--- src/rtl/fetch_sequencer.sv ---
// Fetch/issue sequencer: restarts fetch on start or redirect, buffers one instruction
// for execute, and stops after issuing HALT_INSN. FETCH_SEQ_PERF_EN adds a stall counter.
module fetch_sequencer #(
  parameter int unsigned          I_WIDTH   = 12,
  parameter int unsigned          A_WIDTH   = 8,
  parameter logic [I_WIDTH-1:0]   HALT_INSN = 12'hFFF,
  parameter int unsigned          CNT_WIDTH = 16
) (
  input  logic                 clk,
  input  logic                 reset,
  input  logic                 start_i,
  input  logic [A_WIDTH-1:0]   start_addr_i,
  input  logic [I_WIDTH-1:0]   fetch_data_i,
  input  logic [A_WIDTH-1:0]   fetch_addr_i,
  input  logic                 fetch_ready_i,
  output logic                 fetch_deque_o,
  output logic                 fetch_restart_o,
  output logic [A_WIDTH-1:0]   fetch_restart_addr_o,
  output logic                 issue_valid_o,
  output logic [I_WIDTH-1:0]   issue_data_o,
  output logic [A_WIDTH-1:0]   issue_addr_o,
  input  logic                 issue_accept_i,
  input  logic                 redirect_i,
  input  logic [A_WIDTH-1:0]   redirect_addr_i,
  output logic                 halted_o,
  output logic [CNT_WIDTH-1:0] issue_count_o,
  output logic [CNT_WIDTH-1:0] stall_cycles_o
);

  typedef enum logic [2:0] {
    S_IDLE    = 3'd0,
    S_RESTART = 3'd1,
    S_RUN     = 3'd2,
    S_DRAIN   = 3'd3,
    S_HALTED  = 3'd4
  } state_e;

  state_e               state_q, state_d;
  logic [A_WIDTH-1:0]   target_q, target_d;
  logic                 restart_q, restart_d;
  logic                 halted_q, halted_d;
  logic                 issue_valid_q, issue_valid_d;
  logic [I_WIDTH-1:0]   issue_data_q, issue_data_d;
  logic [A_WIDTH-1:0]   issue_addr_q, issue_addr_d;
  logic [CNT_WIDTH-1:0] issue_count_q, issue_count_d;
  logic                 deque_c;
  logic                 accept_c;

  // Redirect squashes the deque so the flushed cycle never loads a wrong-path instruction.
  assign accept_c = issue_valid_q & issue_accept_i;
  assign deque_c  = (state_q == S_RUN) & ~redirect_i & fetch_ready_i
                  & (~issue_valid_q | issue_accept_i);

  always_ff @(posedge clk or posedge reset) begin
    if (reset) begin
      state_q <= S_IDLE;
    end else begin
      state_q <= state_d;
    end
  end

  always_comb begin
    state_d = state_q;
    case (state_q)
      S_IDLE:    if (start_i) state_d = S_RESTART;
      S_RESTART: state_d = S_RUN;
      S_RUN: begin
        if (redirect_i)                                  state_d = S_RESTART;
        else if (deque_c && fetch_data_i == HALT_INSN)   state_d = S_DRAIN;
      end
      S_DRAIN: begin
        if (redirect_i)    state_d = S_RESTART;
        else if (accept_c) state_d = S_HALTED;
      end
      S_HALTED:  if (start_i) state_d = S_RESTART;
      default:   state_d = S_IDLE;
    endcase
  end

  always_comb begin
    target_d      = target_q;
    issue_valid_d = issue_valid_q;
    issue_data_d  = issue_data_q;
    issue_addr_d  = issue_addr_q;
    issue_count_d = issue_count_q + CNT_WIDTH'(accept_c);
    restart_d     = (state_d == S_RESTART);
    halted_d      = (state_d == S_HALTED);
    case (state_q)
      S_IDLE, S_HALTED: begin
        if (start_i) target_d = start_addr_i;
      end
      S_RUN, S_DRAIN: begin
        if (redirect_i) begin
          target_d      = redirect_addr_i;
          issue_valid_d = 1'b0;
        end else if (deque_c) begin
          issue_valid_d = 1'b1;
          issue_data_d  = fetch_data_i;
          issue_addr_d  = fetch_addr_i;
        end else if (accept_c) begin
          issue_valid_d = 1'b0;
        end
      end
      default: ;
    endcase
  end

  always_ff @(posedge clk or posedge reset) begin
    if (reset) begin
      target_q      <= '0;
      restart_q     <= 1'b0;
      halted_q      <= 1'b0;
      issue_valid_q <= 1'b0;
      issue_data_q  <= '0;
      issue_addr_q  <= '0;
      issue_count_q <= '0;
    end else begin
      target_q      <= target_d;
      restart_q     <= restart_d;
      halted_q      <= halted_d;
      issue_valid_q <= issue_valid_d;
      issue_data_q  <= issue_data_d;
      issue_addr_q  <= issue_addr_d;
      issue_count_q <= issue_count_d;
    end
  end

  assign fetch_deque_o        = deque_c;
  assign fetch_restart_o      = restart_q;
  assign fetch_restart_addr_o = target_q;
  assign issue_valid_o        = issue_valid_q;
  assign issue_data_o         = issue_data_q;
  assign issue_addr_o         = issue_addr_q;
  assign halted_o             = halted_q;
  assign issue_count_o        = issue_count_q;

`ifdef FETCH_SEQ_PERF_EN
  // Saturating count of RUN cycles where nothing leaves the issue register.
  logic [CNT_WIDTH-1:0] stall_q, stall_d;

  always_comb begin
    stall_d = stall_q;
    if (state_q == S_RUN && !accept_c && stall_q != '1) stall_d = stall_q + CNT_WIDTH'(1);
  end

  always_ff @(posedge clk or posedge reset) begin
    if (reset) stall_q <= '0;
    else       stall_q <= stall_d;
  end

  assign stall_cycles_o = stall_q;
`else
  assign stall_cycles_o = '0;
`endif

endmodule
--- config.mk ---
export PLATFORM = sky130hd
export DESIGN_NAME = fetch_sequencer
export DESIGN_NICKNAME = d
export VERILOG_FILES = /design/src/rtl/fetch_sequencer.sv
export SDC_FILE = /design/constraint.sdc
export NUM_CORES = 1
export LEC_CHECK = 0
export ABC_CLOCK_PERIOD_IN_PS = 3610
export BUFFER_PORTS_ARGS = -buffer_cell sky130_fd_sc_hd__buf_2
export CAP_MARGIN = 20
export CORE_MARGIN = 10
export CORE_UTILIZATION = 41
export DETAILED_ROUTE_END_ITERATION = 6
export PLACE_DENSITY = 0.83
export SLEW_MARGIN = 20
export SYNTH_ARGS = -nofsm -noshare
export SYNTH_HDL_FRONTEND = slang
export SYNTH_SLANG_ARGS = --single-unit
export TNS_END_PERCENT = 100
--- constraint.sdc ---
create_clock -name clk -period 3.61 [get_ports clk]
set_clock_uncertainty 0.1 [all_clocks]
set_input_delay 0.361 -clock clk [delete_from_list [all_inputs] [get_ports clk]]
set_output_delay 0.361 -clock clk [all_outputs]
set_load 0.1 [all_outputs]
; Word-level counts from Yosys, hierarchy flattened
; Cells that the tools add are included.
[classes]
n_addsub = 1
eq_ne = 9
n_mux = 12
n_bitwise = 7
reduce_logical = 9
[op_table]
columns = operator, n
row1 = adder 16 x 1 -> 16 bit, 1
row2 = 2-to-1 mux 8 bit, 2
row3 = one-hot mux 8 bit (2 select lines), 1
row4 = 2-to-1 mux 3 bit, 5
row5 = "== test 12 bit, second input constant", 1
row6 = one-hot mux 3 bit (4 select lines), 1
row7 = "== test 3 x 1 -> 1 bit, second input constant", 2
row8 = "== test 3 x 2 -> 1 bit, second input constant", 2
row9 = "== test 3 bit, second input constant", 2
row10 = AND reduction 3 bit, 2
row11 = AND 1 bit, 4
row12 = OR reduction 2 bit, 2
row13 = zero test 3 bit, 1
row14 = 2-to-1 mux 1 bit, 3
row15 = nonzero test 3 bit, 1
row16 = "inequality test 2 x 1 -> 1 bit, second input constant", 1
row17 = "inequality test 2 bit, second input constant", 1
row18 = inverter 1 bit, 2
row19 = AND reduction 2 bit, 1
row20 = nonzero test 2 bit, 1
row21 = logical AND 1 bit, 1
row22 = OR 1 bit, 1
[word_totals]
register_bits = 50
inputBits = 42
output_inout_bits = 64
wordCells = 46

; Depth between registers and ports, before layout
[logic_depth]
depth_word = 9
ltp_mapped = 7

; Least setup slack after synthesis
; No wires, ideal clock.
[synth_timing]
kind = register to register
start = register issue_valid_q (netlist: issue_valid_o)
end = register issue_count_q[12] (netlist: issue_count_o[12])
setup_ns = 0.158
t_arrival_ns = 2.229
required_ns = 3.352
slack_ns = 1.123
stages_incl_launch_ff = 8
synth_period_minus_slack_ns = 2.487
cell_sequence = dfrtp_1 and2_1 ha_1 ha_1 nand4_1 nor2_1 nand4_1 xnor2_1
[synth_between]
elab_chain_len = 2
[synth_rtl]
columns = item, line
row1 = start: declaration, 42  ; logic issue_valid_q, issue_valid_d;
row2 = start signal: assignment, 121  ; issue_valid_q <= issue_valid_d;
row3 = AND 1 bit, 50  ; assign accept_c = issue_valid_q & issue_accept_i;
row4 = adder 16 x 1 -> 16 bit, 85  ; issue_count_d = issue_count_q + CNT_WIDTH'(accept_c);
row5 = net issue_count_d[12], 45  ; logic [CNT_WIDTH-1:0] issue_count_q, issue_count_d;
row6 = end signal: assignment, 124  ; issue_count_q <= issue_count_d;
row7 = end: declaration, 45
; The timed path passes the listed nets, and every way through them passes these cells.
; A chain may end at the register's enable or synchronous reset.

; Worst setup path in the final report
[layout_timing]
start = register state_q[2]
end = output fetch_deque_o
[layout_between]
elab_chain_len = 4
[layout_rtl]
columns = item, line
row1 = start: declaration, 38  ; state_e state_q, state_d;
row2 = start signal: assignment, 58  ; state_q <= state_d;
row3 = == test 3 x 2 -> 1 bit, 51  ; assign deque_c = (state_q == S_RUN) & ~redirect_i & fetch_ready_i
row4 = AND 1 bit (2 in series), 51
row5 = AND 1 bit, 52  ; & (~issue_valid_q | issue_accept_i);
row6 = end: declaration, 16  ; output logic fetch_deque_o,
; No other way between the ends.

==> results.json <==
{
  "final_max_slew_viol_count": 0,
  "crit_chain": "and2b_2 -> o2111ai_2 -> buf_4 -> inv_1 -> buf_2",
  "initial_utilization_pct": 42.7,
  "cp_max_fo": 23,
  "post_cts_resize_count": 0,
  "n_fill_cell": 462,
  "reg2reg_from": "state_q[2]",
  "synth_ff_type": "dfrtp_1",
  "max-cap-violations": 0,
  "netlist.area_leader.share_pct": 56.7,
  "hpwl_um": 4140,
  "grt_max_degree": 51,
  "hold_path.class": "primary input to asynchronous set/reset pin",
  "clock.fmax_mhz": 427,
  "port_buffers": 89,
  "r2r-end": "state_q[0]",
  "antenna_found_initial": 0,
  "cts_setup_buffers": 0,
  "cp_slowest_stage_delay_ns": 0.44,
  "grt_first_pass_wirelength_um": 8340,
  "max-slew-margin-rel_pct": 44.1,
  "drt_iter0_markers": 73,
  "async_flop_share_pct": 100,
  "crit_arrival_ns": 1.88,
  "hold_buffers": 0,
  "outcome": "complete, no violations",
  "crit_start": "state_q[2]",
  "multi_input_area_sq_um": 858,
  "die_w_um": 93.4,
  "antenna_left": 0,
  "cp-end-kind": "output pin",
  "synth.area.mux_share_pct": 13.8,
  "clk_pin_slew_ns": 0.09,
  "io_pins": 106,
  "yosys.area_share.simple_pct": 9.86,
  "reg2reg_depth": 5,
  "num_antenna_cells": 0,
  "grt-ovfl-total": 0,
  "synth_xor_area_share_pct": 5.56,
  "cts.sinks": 50,
  "rsz0062_at_grt": "no",
  "synth_area_per_cell_sq_um": 12.1,
  "synth-edff-count": 0,
  "die_area_sq_um": 8720,
  "worstMarginPinSlew_ns": 0.838,
  "synthTopCellsByArea": "dfrtp_1, mux2_2, buf_4",
  "cts_htree_levels": 2,
  "final_nets": 318,
  "clockBufferDepth": 2,
  "yosysSeqAreaShare_pct": 56.7,
  "startpoint_type": "flip-flop",
  "synthAdderAreaFrac_pct": 1.13,
  "grt_usage_pct": 11.6,
  "setup_viol": 0,
  "rows": 26,
  "ys_types": 30,
  "cp_data_required_time_ns": 3.15,
  "cts_buffers": 5,
  "gp_congestion": 0.681,
  "crit_path_end": "fetch_deque_o",
  "cts_tree": "done",
  "vias": 1630,
  "synth_top_area_cell": "dfrtp_1",
  "finalHoldViolCount": 0,
  "fin_crit_sh_pct": 64.8,
  "area.growth.synth_to_final_pct": 26.3,
  "insertion_delay_ns": 0.30,
  "first_global_vias": 1761,
  "r2r_slack_ns": 1.56,
  "synth_compound_area_share_pct": 5.50,
  "cp_slowest_cell": "dfrtp_1",
  "fin_tns_setup_ns": 0,
  "yosys_warnings": 0,
  "vias_per_cell": 4.72,
  "cts_root_buf": "clkbuf_8",
  "drc_errors": 0,
  "synth_common_cells": "dfrtp_1, mux2_2, buf_4, nand2_1",
  "synth-seq-cells": 50,
  "synth_top_family_by_area": "multiplexers",
  "yosysMostFrequentCell": "dfrtp_1",
  "syn-cell-area_sq_um": 2210,
  "die_h_um": 93.4,
  "wire_per_inst_um": 15.0,
  "area.sequential_sq_um": 1250,
  "routed_wl_um": 5180,
  "first_pass_iters": 4,
  "syn_inst": 182,
  "fin_crit_ns": 2.34,
  "core_area_sq_um": 5170,
  "drive_gt1_share_pct": 44.7,
  "criticalPathCategory": "flip-flop to output pin"
}
-- cell families (layout without fill, tap and decap cells) --
kind of cell	count (synthesis)	in the layout
adder cells (fa/ha/maj)	2	2
flip-flops	50	50
XOR/XNOR	14	14
AO/OA/AOI/OAI	17	17
other	1	16
AND/OR/NAND/NOR	44	44
multiplexers	28	28
buffers and inverters	26	104
-- flip-flops by register name, summed over array words and instances, names as in the netlist --
name and count:
issue_addr_o 8, halted_o 1, fetch_restart_o 1, issue_valid_o 1
fetch_restart_addr_o 8, issue_count_o 16, state_q 3, issue_data_o 12
-- final cells by class --
cell class	instances	area share, %
clock inverter	3	1.62
timing repair buffer	90	16.2
sequential	50	44.9
inverter	6	0.853
multi-input combinational	121	30.8
clock buffer	5	2.47
tap	70	3.14
-- worst min-delay path by stage --
stage | slack (ns) | depth (start not counted) | to
2_1_floorplan | 0.37 | 1 | state_q[1]
4_1_cts | 0.18 | 2 | issue_addr_o[6]
6_report | 0.1 | 2 | issue_count_o[11]
5_1_grt | 0.15 | 2 | issue_data_o[2]
3_3_place_gp | 0.36 | 2 | fetch_restart_addr_o[6]
3_5_place_dp | 0.37 | 2 | fetch_restart_addr_o[3]
-- per-layer routing --
layer	GRT usage [%]	up-vias	share of wire (%)
met4	1.93	0	0.52
met2	20.9	64	52
met3	5.12	4	9.9
met1	12.3	774	38
met5	0	-	0
li1	-	788	-
-- critical path: cells and delay by family (launching register included) --
family / cells / cell delay, ns
flops: 1 / 0.44
compound gates: 1 / 0.12
simple gates: 1 / 0.28
buf+inv: 3 / 0.73
-- metrics by stage --
| stage | util, % | hold WS (ns) | setup slack (ns) | instance area (sq um) | cells |
|---|---|---|---|---|---|
| global placement | 51.5 | 0.356 | 1.61 | 2670 | 337 |
| global route | 53.9 | 0.153 | 1.17 | 2790 | 345 |
| CTS | 53.9 | 0.184 | 1.25 | 2790 | 345 |
| detailed placement | 51.7 | 0.365 | 1.59 | 2670 | 337 |
| floorplan | - | 0.375 | 1.12 | 2260 | 197 |
| finish | 53.9 | 0.0992 | 1.27 | 2790 | 345 |
-- placed cells by master, fill, tap and decap left out, types with 6 or more instances in the layout --
master	count
buf_2	89
dfrtp_1	50
mux2_2	20
conb_1	16
nand2_1	15
o21ai_0	9
xnor2_1	9
nor2_1	8
mux2i_1	8
nand4_1	7
nand3_1	6
Power is left out: the tool's default activity adds up to more than one toggle a clock period on the data nets, which glitch-free logic cannot reach.
